File: src/rtl/ps2_rx_event_fifo.sv
// rtl/ps2_rx_event_fifo.sv - PS/2 keyboard receiver with prefix decoding and a FWFT key-event queue
// Optional build macro: PS2_TYPEMATIC_FILTER_EN (suppresses auto-repeat makes of the held key).

module ps2_event_fifo #(
    parameter int DEPTH = 8,
    parameter int W     = 10
) (
    input  logic                   clk,
    input  logic                   rst,
    input  logic                   push,
    input  logic [W-1:0]           wdata,
    input  logic                   pop,
    input  logic                   clr_err,
    output logic                   valid,
    output logic [W-1:0]           head,
    output logic [$clog2(DEPTH):0] count,
    output logic                   overflow
);
    localparam int AW = $clog2(DEPTH);
    localparam logic [AW:0] FULL_CNT = (AW+1)'(DEPTH);

    logic [W-1:0]  mem [DEPTH];
    logic [AW-1:0] wr_ptr;
    logic [AW-1:0] rd_ptr;
    logic          full;
    logic          pop_ok;
    logic          push_ok;

    assign full    = (count == FULL_CNT);
    assign valid   = (count != '0);
    assign pop_ok  = pop & valid;
    // A full queue still takes a push when the head leaves in the same cycle
    assign push_ok = push & (~full | pop_ok);
    assign head    = valid ? mem[rd_ptr] : '0;

    always_ff @(posedge clk) begin
        if (push_ok) mem[wr_ptr] <= wdata;
    end

    always_ff @(posedge clk or negedge rst) begin
        if (!rst) begin
            wr_ptr   <= '0;
            rd_ptr   <= '0;
            count    <= '0;
            overflow <= 1'b0;
        end else begin
            if (push_ok) wr_ptr <= wr_ptr + 1'b1;
            if (pop_ok)  rd_ptr <= rd_ptr + 1'b1;
            case ({push_ok, pop_ok})
                2'b10:   count <= count + 1'b1;
                2'b01:   count <= count - 1'b1;
                default: count <= count;
            endcase
            if (push && full && !pop_ok) overflow <= 1'b1;
            else if (clr_err)            overflow <= 1'b0;
        end
    end
endmodule

module ps2_rx_event_fifo #(
    parameter int CLK_HZ     = 100000000,
    parameter int FILT_LEN   = 8,
    parameter int TIMEOUT_US = 2000,
    parameter int FIFO_DEPTH = 8
) (
    input  logic                        clk,
    input  logic                        rst,
    input  logic                        ps2ck,
    input  logic                        ps2d,
    input  logic                        ev_ready,
    input  logic                        clr_err,
    output logic                        ev_valid,
    output logic [7:0]                  ev_code,
    output logic                        ev_break,
    output logic                        ev_ext,
    output logic [$clog2(FIFO_DEPTH):0] fifo_count,
    output logic                        overflow,
    output logic                        par_err,
    output logic                        frm_err
);
    localparam int TO_CYC = CLK_HZ / 1000000 * TIMEOUT_US;
    localparam int TW     = $clog2(TO_CYC + 1);

    typedef enum logic [1:0] {IDLE, DATA, PAR, STOP} state_t;

    logic          ck_s1, ck_s2, d_s1, d_s2;
    logic          ck_filt;
    logic [7:0]    flt_cnt;
    logic          fall;
    state_t        state;
    logic [2:0]    bit_cnt;
    logic [7:0]    shreg;
    logic          par_ok;
    logic [TW-1:0] to_cnt;
    logic          brk, ext;
    logic          byte_ok;
    logic          is_prefix;
    logic          push;
    logic [9:0]    push_data;
    logic [9:0]    head;

    always_ff @(posedge clk or negedge rst) begin
        if (!rst) begin
            ck_s1 <= 1'b1;
            ck_s2 <= 1'b1;
            d_s1  <= 1'b1;
            d_s2  <= 1'b1;
        end else begin
            ck_s1 <= ps2ck;
            ck_s2 <= ck_s1;
            d_s1  <= ps2d;
            d_s2  <= d_s1;
        end
    end

    // Level changes only after FILT_LEN consecutive disagreeing samples
    always_ff @(posedge clk or negedge rst) begin
        if (!rst) begin
            ck_filt <= 1'b1;
            flt_cnt <= '0;
            fall    <= 1'b0;
        end else if (ck_s2 != ck_filt) begin
            if (flt_cnt == 8'(FILT_LEN - 1)) begin
                ck_filt <= ck_s2;
                flt_cnt <= '0;
                fall    <= ck_filt;
            end else begin
                flt_cnt <= flt_cnt + 1'b1;
                fall    <= 1'b0;
            end
        end else begin
            flt_cnt <= '0;
            fall    <= 1'b0;
        end
    end

    assign byte_ok   = (state == STOP) && fall && d_s2 && par_ok;
    assign is_prefix = (shreg == 8'hF0) || (shreg == 8'hE0);
    assign push_data = {ext, brk, shreg};

`ifdef PS2_TYPEMATIC_FILTER_EN
    logic [8:0] held;
    logic       held_v;
    logic       held_match;

    assign held_match = held_v && (held == {ext, shreg});
    assign push       = byte_ok && !is_prefix && !(!brk && held_match);

    always_ff @(posedge clk or negedge rst) begin
        if (!rst) begin
            held   <= '0;
            held_v <= 1'b0;
        end else if (byte_ok && !is_prefix) begin
            if (!brk && !held_match) begin
                held   <= {ext, shreg};
                held_v <= 1'b1;
            end else if (brk && held_match) begin
                held_v <= 1'b0;
            end
        end
    end
`else
    assign push = byte_ok && !is_prefix;
`endif

    always_ff @(posedge clk or negedge rst) begin
        if (!rst) begin
            state   <= IDLE;
            bit_cnt <= '0;
            shreg   <= '0;
            par_ok  <= 1'b0;
            to_cnt  <= '0;
            brk     <= 1'b0;
            ext     <= 1'b0;
            par_err <= 1'b0;
            frm_err <= 1'b0;
        end else begin
            par_err <= 1'b0;
            frm_err <= 1'b0;
            if (state == IDLE || fall) to_cnt <= '0;
            else                       to_cnt <= to_cnt + 1'b1;

            if (state != IDLE && !fall && to_cnt == TW'(TO_CYC - 1)) begin
                state   <= IDLE;
                frm_err <= 1'b1;
                brk     <= 1'b0;
                ext     <= 1'b0;
            end else if (fall) begin
                case (state)
                    IDLE: begin
                        if (!d_s2) begin
                            state   <= DATA;
                            bit_cnt <= '0;
                        end else begin
                            frm_err <= 1'b1;
                            brk     <= 1'b0;
                            ext     <= 1'b0;
                        end
                    end
                    DATA: begin
                        shreg   <= {d_s2, shreg[7:1]};
                        bit_cnt <= bit_cnt + 1'b1;
                        if (bit_cnt == 3'd7) state <= PAR;
                    end
                    PAR: begin
                        par_ok <= (^shreg) ^ d_s2;
                        state  <= STOP;
                    end
                    STOP: begin
                        state <= IDLE;
                        if (!d_s2) begin
                            frm_err <= 1'b1;
                            brk     <= 1'b0;
                            ext     <= 1'b0;
                        end else if (!par_ok) begin
                            par_err <= 1'b1;
                            brk     <= 1'b0;
                            ext     <= 1'b0;
                        end else if (shreg == 8'hF0) begin
                            brk <= 1'b1;
                        end else if (shreg == 8'hE0) begin
                            ext <= 1'b1;
                        end else begin
                            brk <= 1'b0;
                            ext <= 1'b0;
                        end
                    end
                    default: state <= IDLE;
                endcase
            end
        end
    end

    ps2_event_fifo #(
        .DEPTH(FIFO_DEPTH),
        .W    (10)
    ) u_fifo (
        .clk     (clk),
        .rst     (rst),
        .push    (push),
        .wdata   (push_data),
        .pop     (ev_ready),
        .clr_err (clr_err),
        .valid   (ev_valid),
        .head    (head),
        .count   (fifo_count),
        .overflow(overflow)
    );

    assign ev_ext   = head[9];
    assign ev_break = head[8];
    assign ev_code  = head[7:0];
endmodule
File: config.mk
export PLATFORM = sky130hd
export DESIGN_NAME = ps2_rx_event_fifo
export DESIGN_NICKNAME = d
export VERILOG_FILES = /design/src/rtl/ps2_rx_event_fifo.sv
export SDC_FILE = /design/constraint.sdc
export NUM_CORES = 1
export LEC_CHECK = 0
export CAP_MARGIN = 5
export CORE_MARGIN = 1.5
export CORE_UTILIZATION = 60
export CTS_CLUSTER_SIZE = 28
export DETAILED_ROUTE_END_ITERATION = 12
export GPL_TIMING_DRIVEN = 0
export PLACE_DENSITY = 0.79
export SETUP_SLACK_MARGIN = 0.1
export SLEW_MARGIN = 20
export SYNTH_ARGS = -nofsm -noshare
export SYNTH_HDL_FRONTEND = slang
export SYNTH_HIERARCHICAL = 1
export SYNTH_SLANG_ARGS = --single-unit
File: constraint.sdc
create_clock -name clk -period 4.05 [get_ports clk]
set_input_delay 0.81 -clock clk [delete_from_list [all_inputs] [get_ports clk]]
set_output_delay 0.81 -clock clk [all_outputs]
set_load 0.01 [all_outputs]
-- Yosys cells after proc, flatten, opt, wreduce, memory -nomap -nowiden
Memory sizes are Yosys's and may differ from the RTL's.
Index checks and enable logic that the tools add are counted.
- mux-type cells: 43
- $lt $le $gt $ge: 0
- equality and inequality tests: 18
- bitwise gates (word level): 6
- reductions and logical operators: 29
- shift-type cells: 0
- div/mod/pow operators: 0
- add/sub/neg operators: 7
- multipliers: 0
- operators with widths (operator ; number):
    $mux W1 ; 28
    $add A18 B1 Y18 const B ; 1
    $eq A18 B18 Y1 const B ; 1
    $mux W18 ; 1
    $eq A8 B8 Y1 const B ; 2
    $mux W8 ; 2
    $reduce_and A4 Y1 ; 3
    $mux W10 ; 1
    $reduce_bool A2 Y1 ; 5
    $add A3 B1 Y3 const B ; 3
    $reduce_and A3 Y1 ; 3
    $add A8 B1 Y8 const B ; 1
    $eq A8 B3 Y1 const B ; 1
    $logic_and A1 B1 Y1 ; 8
    $mux W2 ; 4
    $pmux W2 S4 ; 1
    $pmux W4 S2 ; 1
    $reduce_xor A8 Y1 ; 1
    $eq A2 B2 Y1 const B ; 3
    $ne A3 B2 Y1 const B ; 2
    $ne A6 B5 Y1 const B ; 1
    $pmux W1 S2 ; 3
    $pmux W3 S2 ; 1
    $ne A5 B4 Y1 const B ; 1
    19 further kinds ; 25
- bits in latches: 0
- output and inout bits: 18
- word-level logic and storage cells: 124
- memories: 1
- register bits after elaboration: 61
- bits in read-only memories: 0
- memory bits (writable): 80
- input bits: 6
- memory list (name ; words ; bits a word ; rd ports ; clocked after Yosys merged registers in ; wr ports ; RTL line ; source):
    u_fifo.mem ; 8 ; 10 ; 1 ; 0 ; 1 ; 22 ; logic [W-1:0] mem [DEPTH];

-- Depth between registers and ports, before layout
- word-level depth: 8
- depth in mapped cells: 13
- depth with buffers taken out: 12

-- Modules after synthesis
The synthesis kept the hierarchy.
- by module, submodules not included (module ; sequential area each (um2) ; cells an instance ; area each (um2) ; times used):
    ps2_event_fifo ; 2677.6 ; 233 ; 3774.9 ; 1
    ps2_rx_event_fifo ; 1257.5 ; 228 ; 2436.1 ; 1

-- Worst setup path before layout
No wires, ideal clock.
- kind: reg-to-reg
- start point: register shreg[2]
- end point: memory u_fifo.mem[0][0], enable pin
- setup slack: 1093 ps
- data arrival time: 2553 ps
- setup time: 404 ps
- stages on the path, launching flop included: 9
- cells stage by stage: dfrtp_1 > inv_1 > ha_1 > nand4_1 > nor2b_1 > and3_1 > clkbuf_1 > nand2_1 > nor4_1
- word-level cells in the longest chain between the ends: 7
- elaborated cells between the ends (all ways): 8
- classes of those cells: eq/ne (2); mux (2); bitwise (1); reduce/logical (3)
- RTL lines (element ; RTL line ; source):
    start: declaration ; 92 ; logic [7:0] shreg;
    start signal: assignment ; 201 ; shreg <= {d_s2, shreg[7:1]};
    $eq A8 B8 Y1 ; 138 ; assign is_prefix = (shreg == 8'hF0) || (shreg == 8'hE0);
    $logic_or A1 B1 Y1 (*) ; 138 ;
    $logic_not A1 Y1 (*) ; 163 ; assign push = byte_ok && !is_prefix;
    $logic_and A1 B1 Y1 (*) ; 163 ;
    via push ; 98 ; logic push;
    $and A1 B1 Y1 (*) ; 33 ; assign push_ok = push & (~full | pop_ok);
    $mux W1 (*) ; 37 ; if (push_ok) mem[wr_ptr] <= wdata;
    $mux W1 (implied by the code) (*) ; 37 ;
    end: declaration ; 22 ;
Mark *: on every way through the listed nets, which the timed path passes. The rest lies on a longest branch.

-- Final worst setup path
- start point: register u_fifo.rd_ptr[0]
- end point: output ev_ext
- word-level cells in the longest chain between the ends: 2
- RTL lines (element ; RTL line ; source):
    start: declaration ; 24 ; logic [AW-1:0] rd_ptr;
    start signal: assignment ; 48 ; if (pop_ok) rd_ptr <= rd_ptr + 1'b1;
    $mem_v2 Z8 W10 ; -- ;
    $mux W10 ; 34 ; assign head = valid ? mem[rd_ptr] : '0;
    end: declaration ; 75 ; output logic ev_ext,
Every way passes these cells.

==> PnR_summary.wiki <==
{| class="wikitable"
! Metric !! Value
|-
| Run status || finished clean
|-
| Sort of element at the end of the critical path || output port
|-
| Wire length of the first global-routing pass || between 15 and 20 mm
|-
| Routing layer with the top usage in global route || met2
|-
| Area Growth Syn to Fin || 16.26%
|-
| Power per unit of standard cell area || around 420 nW/um^2
|-
| Achievable clock frequency || ~290 MHz
|-
| Top cells by instance count after synthesis || edfxtp_1, dfrtp_1, nor2_1, mux2_2
|-
| Number of pins with negative max-slew slack in the final report || 0
|-
| Std-Cell Rows || 36
|-
| Maximum number of pins on one net before global-route repair || 46
|-
| I/O pin total || 24
|-
| Slew at the pin with the worst max-slew slack || just over 900 ps
|-
| Maximum vdd drop || 0.0002921 V
|-
| Vias per Instance || just under 6
|-
| Routed wire length || between 10 and 15 mm
|-
| Startpoint type of the worst setup path || flop
|-
| Initial detailed-routing violation count || 226
|-
| Maximum buffer depth of the clock tree || 2
|-
| Via count of the first global-routing pass || 3996
|-
| Path class of the lowest-slack min-delay path || input port to asynchronous set/reset pin
|-
| GR Layer Usage met2 || 0.4015
|-
| Post-Route Skew || about 10 ps
|-
| Area of the mapped netlist || between 6000 and 7000 um^2
|-
| Net Count, Synth || approximately 480
|-
| Clock Tree Root || clkbuf_8
|-
| Total of hold buffers inserted after clock tree synthesis || 0
|-
| H-Tree Level Count || 4
|-
| Setup TNS Final || 0 ps
|-
| Min cycle time layout || roughly 3500 ps
|-
| Fraction of the mapped netlist area in compound gates || 0.06346
|-
| Main combinational cell family by area after synthesis || simple AND/OR/NAND/NOR gates
|-
| Multiplexer share of the synthesized area || 0.08521
|-
| Initial core utilization || 0.6268
|-
| Number of hold violations in the final report || 0
|-
| Syn_area_per_cell || roughly 13 um^2
|-
| Biggest area contributors in the synthesized netlist || edfxtp_1, dfrtp_1, mux2_2
|-
| Critical Setup Path Class || flop to output port
|-
| Number of buffer cells added on primary ports || 22
|-
| Detailed Place HPWL || approximately 7.8 mm
|-
| Die width || approximately 100 um
|-
| Share of the cycle needed by the critical path after routing || 0.8524
|-
| Initial DRT Pass Iterations || 4
|-
| Total CTS buffers || 17
|-
| Detailed-route wire length per cell || 17.97 um
|-
| Design area || ~7200 um^2
|-
| Length in cells of the worst reg-to-reg path || 9
|-
| Final setup violation count || 0
|-
| Max cap viols || 0
|-
| Highest-delay cell along the critical path || clkdlybuf4s50_1
|-
| Fillcell total || 669
|-
| Area enclosed by the die boundary || about 11000 um^2
|-
| Skew-Pair Late Insertion Delay || 530 ps
|-
| Antenna violations before repair || 0
|-
| Final layout net count || 530
|-
| Met3 usage in global routing || 0.04616
|-
| Synth Register Bits || 141
|-
| Crit path largest cell delay || 600 ps
|-
| Warnings, synthesis || 6
|-
| Met1 Use GR || 0.2942
|-
| RSZ-0062 raised after global routing || no
|-
| Number of vias after detailed routing || roughly 3800
|-
| Height of the die || about 100 um
|-
| Diode insertion count for antenna repair || 0
|-
| Post-Syn Instances || 461
|-
| Register area share after synthesis || 0.6336
|-
| Share of synthesized cell area in and, or, nand and nor gates || 0.1187
|-
| Pleak || between 0.002 and 0.003 uW
|-
| Floorplan Core Area || between 9000 and 10000 um^2
|-
| Final hold slack || ~140 ps
|-
| Fraction of layout cells with a size suffix above 1 || 0.1939
|-
| Clock tree sinks || 141
|-
| Total grt overflow || 0
|-
| Count of cells resized by post-cts repair || 0
|-
| Number of enable-type register cells in the synthesized netlist || 80
|-
| Fraction of the mapped netlist area in adder cells || 0.03223
|-
| Netlist cell types || 60
|-
| Post-route ant nets || 0
|-
| Worst slew margin relative to its limit || 0.3771
|-
| Xor and xnor area share after synthesis || 0.04371
|-
| Top cell type by total area after synthesis || edfxtp_1
|-
| All-layer global routing usage || 0.2376
|-
| GPL Wtd Cong || between 0.8 and 0.9
|-
| Clk pin slew, worst setup/hold paths || ~60 ps
|-
| Signal arrival time at the worst endpoint || between 2000 and 3000 ps
|-
| CTS tree || done
|-
| Register-to-register setup slack || roughly 640 ps
|-
| # Post-CTS Setup Buffers || 0
|-
| Critical Path RT || between 3000 and 4000 ps
|-
| Fraction of registers with async set/reset || 0.4326
|-
| CP Cell Sequence || nand2b_1 > buf_1 > o22ai_1 > nor3_1 > clkdlybuf4s50_1
|-
| Most used DFF post-synth || edfxtp_1
|-
| Most common cell in the netlist || edfxtp_1
|-
| Number of remaining DRC errors || 0
|-
| Largest fanout on the critical path || 10
|-
| Share of the synthesized area in the top cell type || 0.3868
|-
| Area after DPL || roughly 6700 um^2
|}
worst paths after layout:
path / start / to
setup reg to reg: shreg[1] / u_fifo/mem[6][5]
min in group clk: d_s1 / d_s2
max in group asynchronous: rst / d_s1
hold reg to reg: d_s1 / d_s2
setup / recovery: u_fifo/rd_ptr[0] / ev_ext
hold / removal: rst / to_cnt[7]
state kept, by name, indices dropped and copies added, names as in the netlist:
| register | cells |
|---|---|
| par_ok | 1 |
| d_s1 | 1 |
| state | 2 |
| flt_cnt | 8 |
| ck_s1 | 1 |
| u_fifo/mem | 80 |
| u_fifo/count | 4 |
| ck_filt | 1 |
| par_err | 1 |
| u_fifo/overflow | 1 |
| shreg | 8 |
| bit_cnt | 3 |
| d_s2 | 1 |
| frm_err | 1 |
| fall | 1 |
| ext | 1 |
| to_cnt | 18 |
| u_fifo/wr_ptr | 3 |
| ck_s2 | 1 |
| brk | 1 |
| u_fifo/rd_ptr | 3 |
report_power, final:
part	leakage, uW	switching [uW]	total [uW]	internal, uW
Sequential	0.00169	18.6	1550	1530
Clock	0.000272	585	1400	813
Combinational	0.000947	37.9	66.6	28.6
Total	0.00291	642	3010	2370
layout make-up:
type                            instances  area (um^2)  area share
Buffer                                 18        95.09     0.01317
Clock inverter                         12        81.33     0.01126
Multi-Input combinational cell        289         2158      0.2989
Timing Repair Buffer                   28        275.3     0.03812
Tap cell                              133        166.4     0.02305
Clock buffer                           20        460.4     0.06377
Sequential cell                       141         3935      0.5450
Inverter                               13        48.80    0.006758
kinds of logic after synthesis:
| family | after synthesis |
|---|---|
| flip-flops | 141 |
| AO/OA/AOI/OAI | 54 |
| XOR/XNOR | 31 |
| AND/OR/NAND/NOR | 139 |
| adder cells (fa/ha/maj) | 16 |
| buffers and inverters | 31 |
| multiplexers | 49 |
through the flow:
stage               worst slack (ps)  instances    util  total power [uW]
floorplan                       1093        461       -              1612
global placement               87.46        616  0.6658              1638
detailed placement             632.5        622  0.6740              1643
CTS                            618.9        654  0.7287              3035
global route                   275.0        654  0.7287              3113
finish                         597.7        654  0.7287              3013
critical path, delay by kind of cell, from the launching register on:
kind | cells | cell delay, ps
buffers and inverters | 2 | 1030
DFF | 1 | 450
and+or+nand+nor | 2 | 470
AOI/OAI and AO/OA | 1 | 170
layout by cell type (no fill, tap or decap), types with 6 or more instances in the layout:
cell / Yosys / routed
edfxtp_1: 80 / 80
dfrtp_1: 56 / 56
nor2_1: 34 / 34
mux2_2: 26 / 26
nand2_1: 21 / 21
mux2i_1: 21 / 21
clkdlybuf4s50_1: 0 / 21
clkbuf_16: 0 / 17
xor2_1: 16 / 16
nor3_1: 20 / 16
ha_1: 16 / 16
xnor2_1: 15 / 15
nand3_1: 13 / 13
inv_1: 12 / 12
o22ai_1: 12 / 12
a22o_1: 10 / 10
nand4_1: 9 / 9
o21ai_0: 9 / 9
buf_2: 7 / 7
buf_4: 1 / 7
and3_1: 6 / 6
and2_1: 6 / 6
clkbuf_1: 6 / 6
a21oi_1: 6 / 6
nor3_2: 2 / 6
per-layer routing:
| metal | vias to the layer above | wire [um] |
|---|---|---|
| met4 | 0 | 265 |
| li1 | 1803 | - |
| met2 | 83 | 6007 |
| met5 | - | 0 |
| met3 | 19 | 371 |
| met1 | 1898 | 5106 |
No activity file was read; power rests on OpenSTA's default activity.
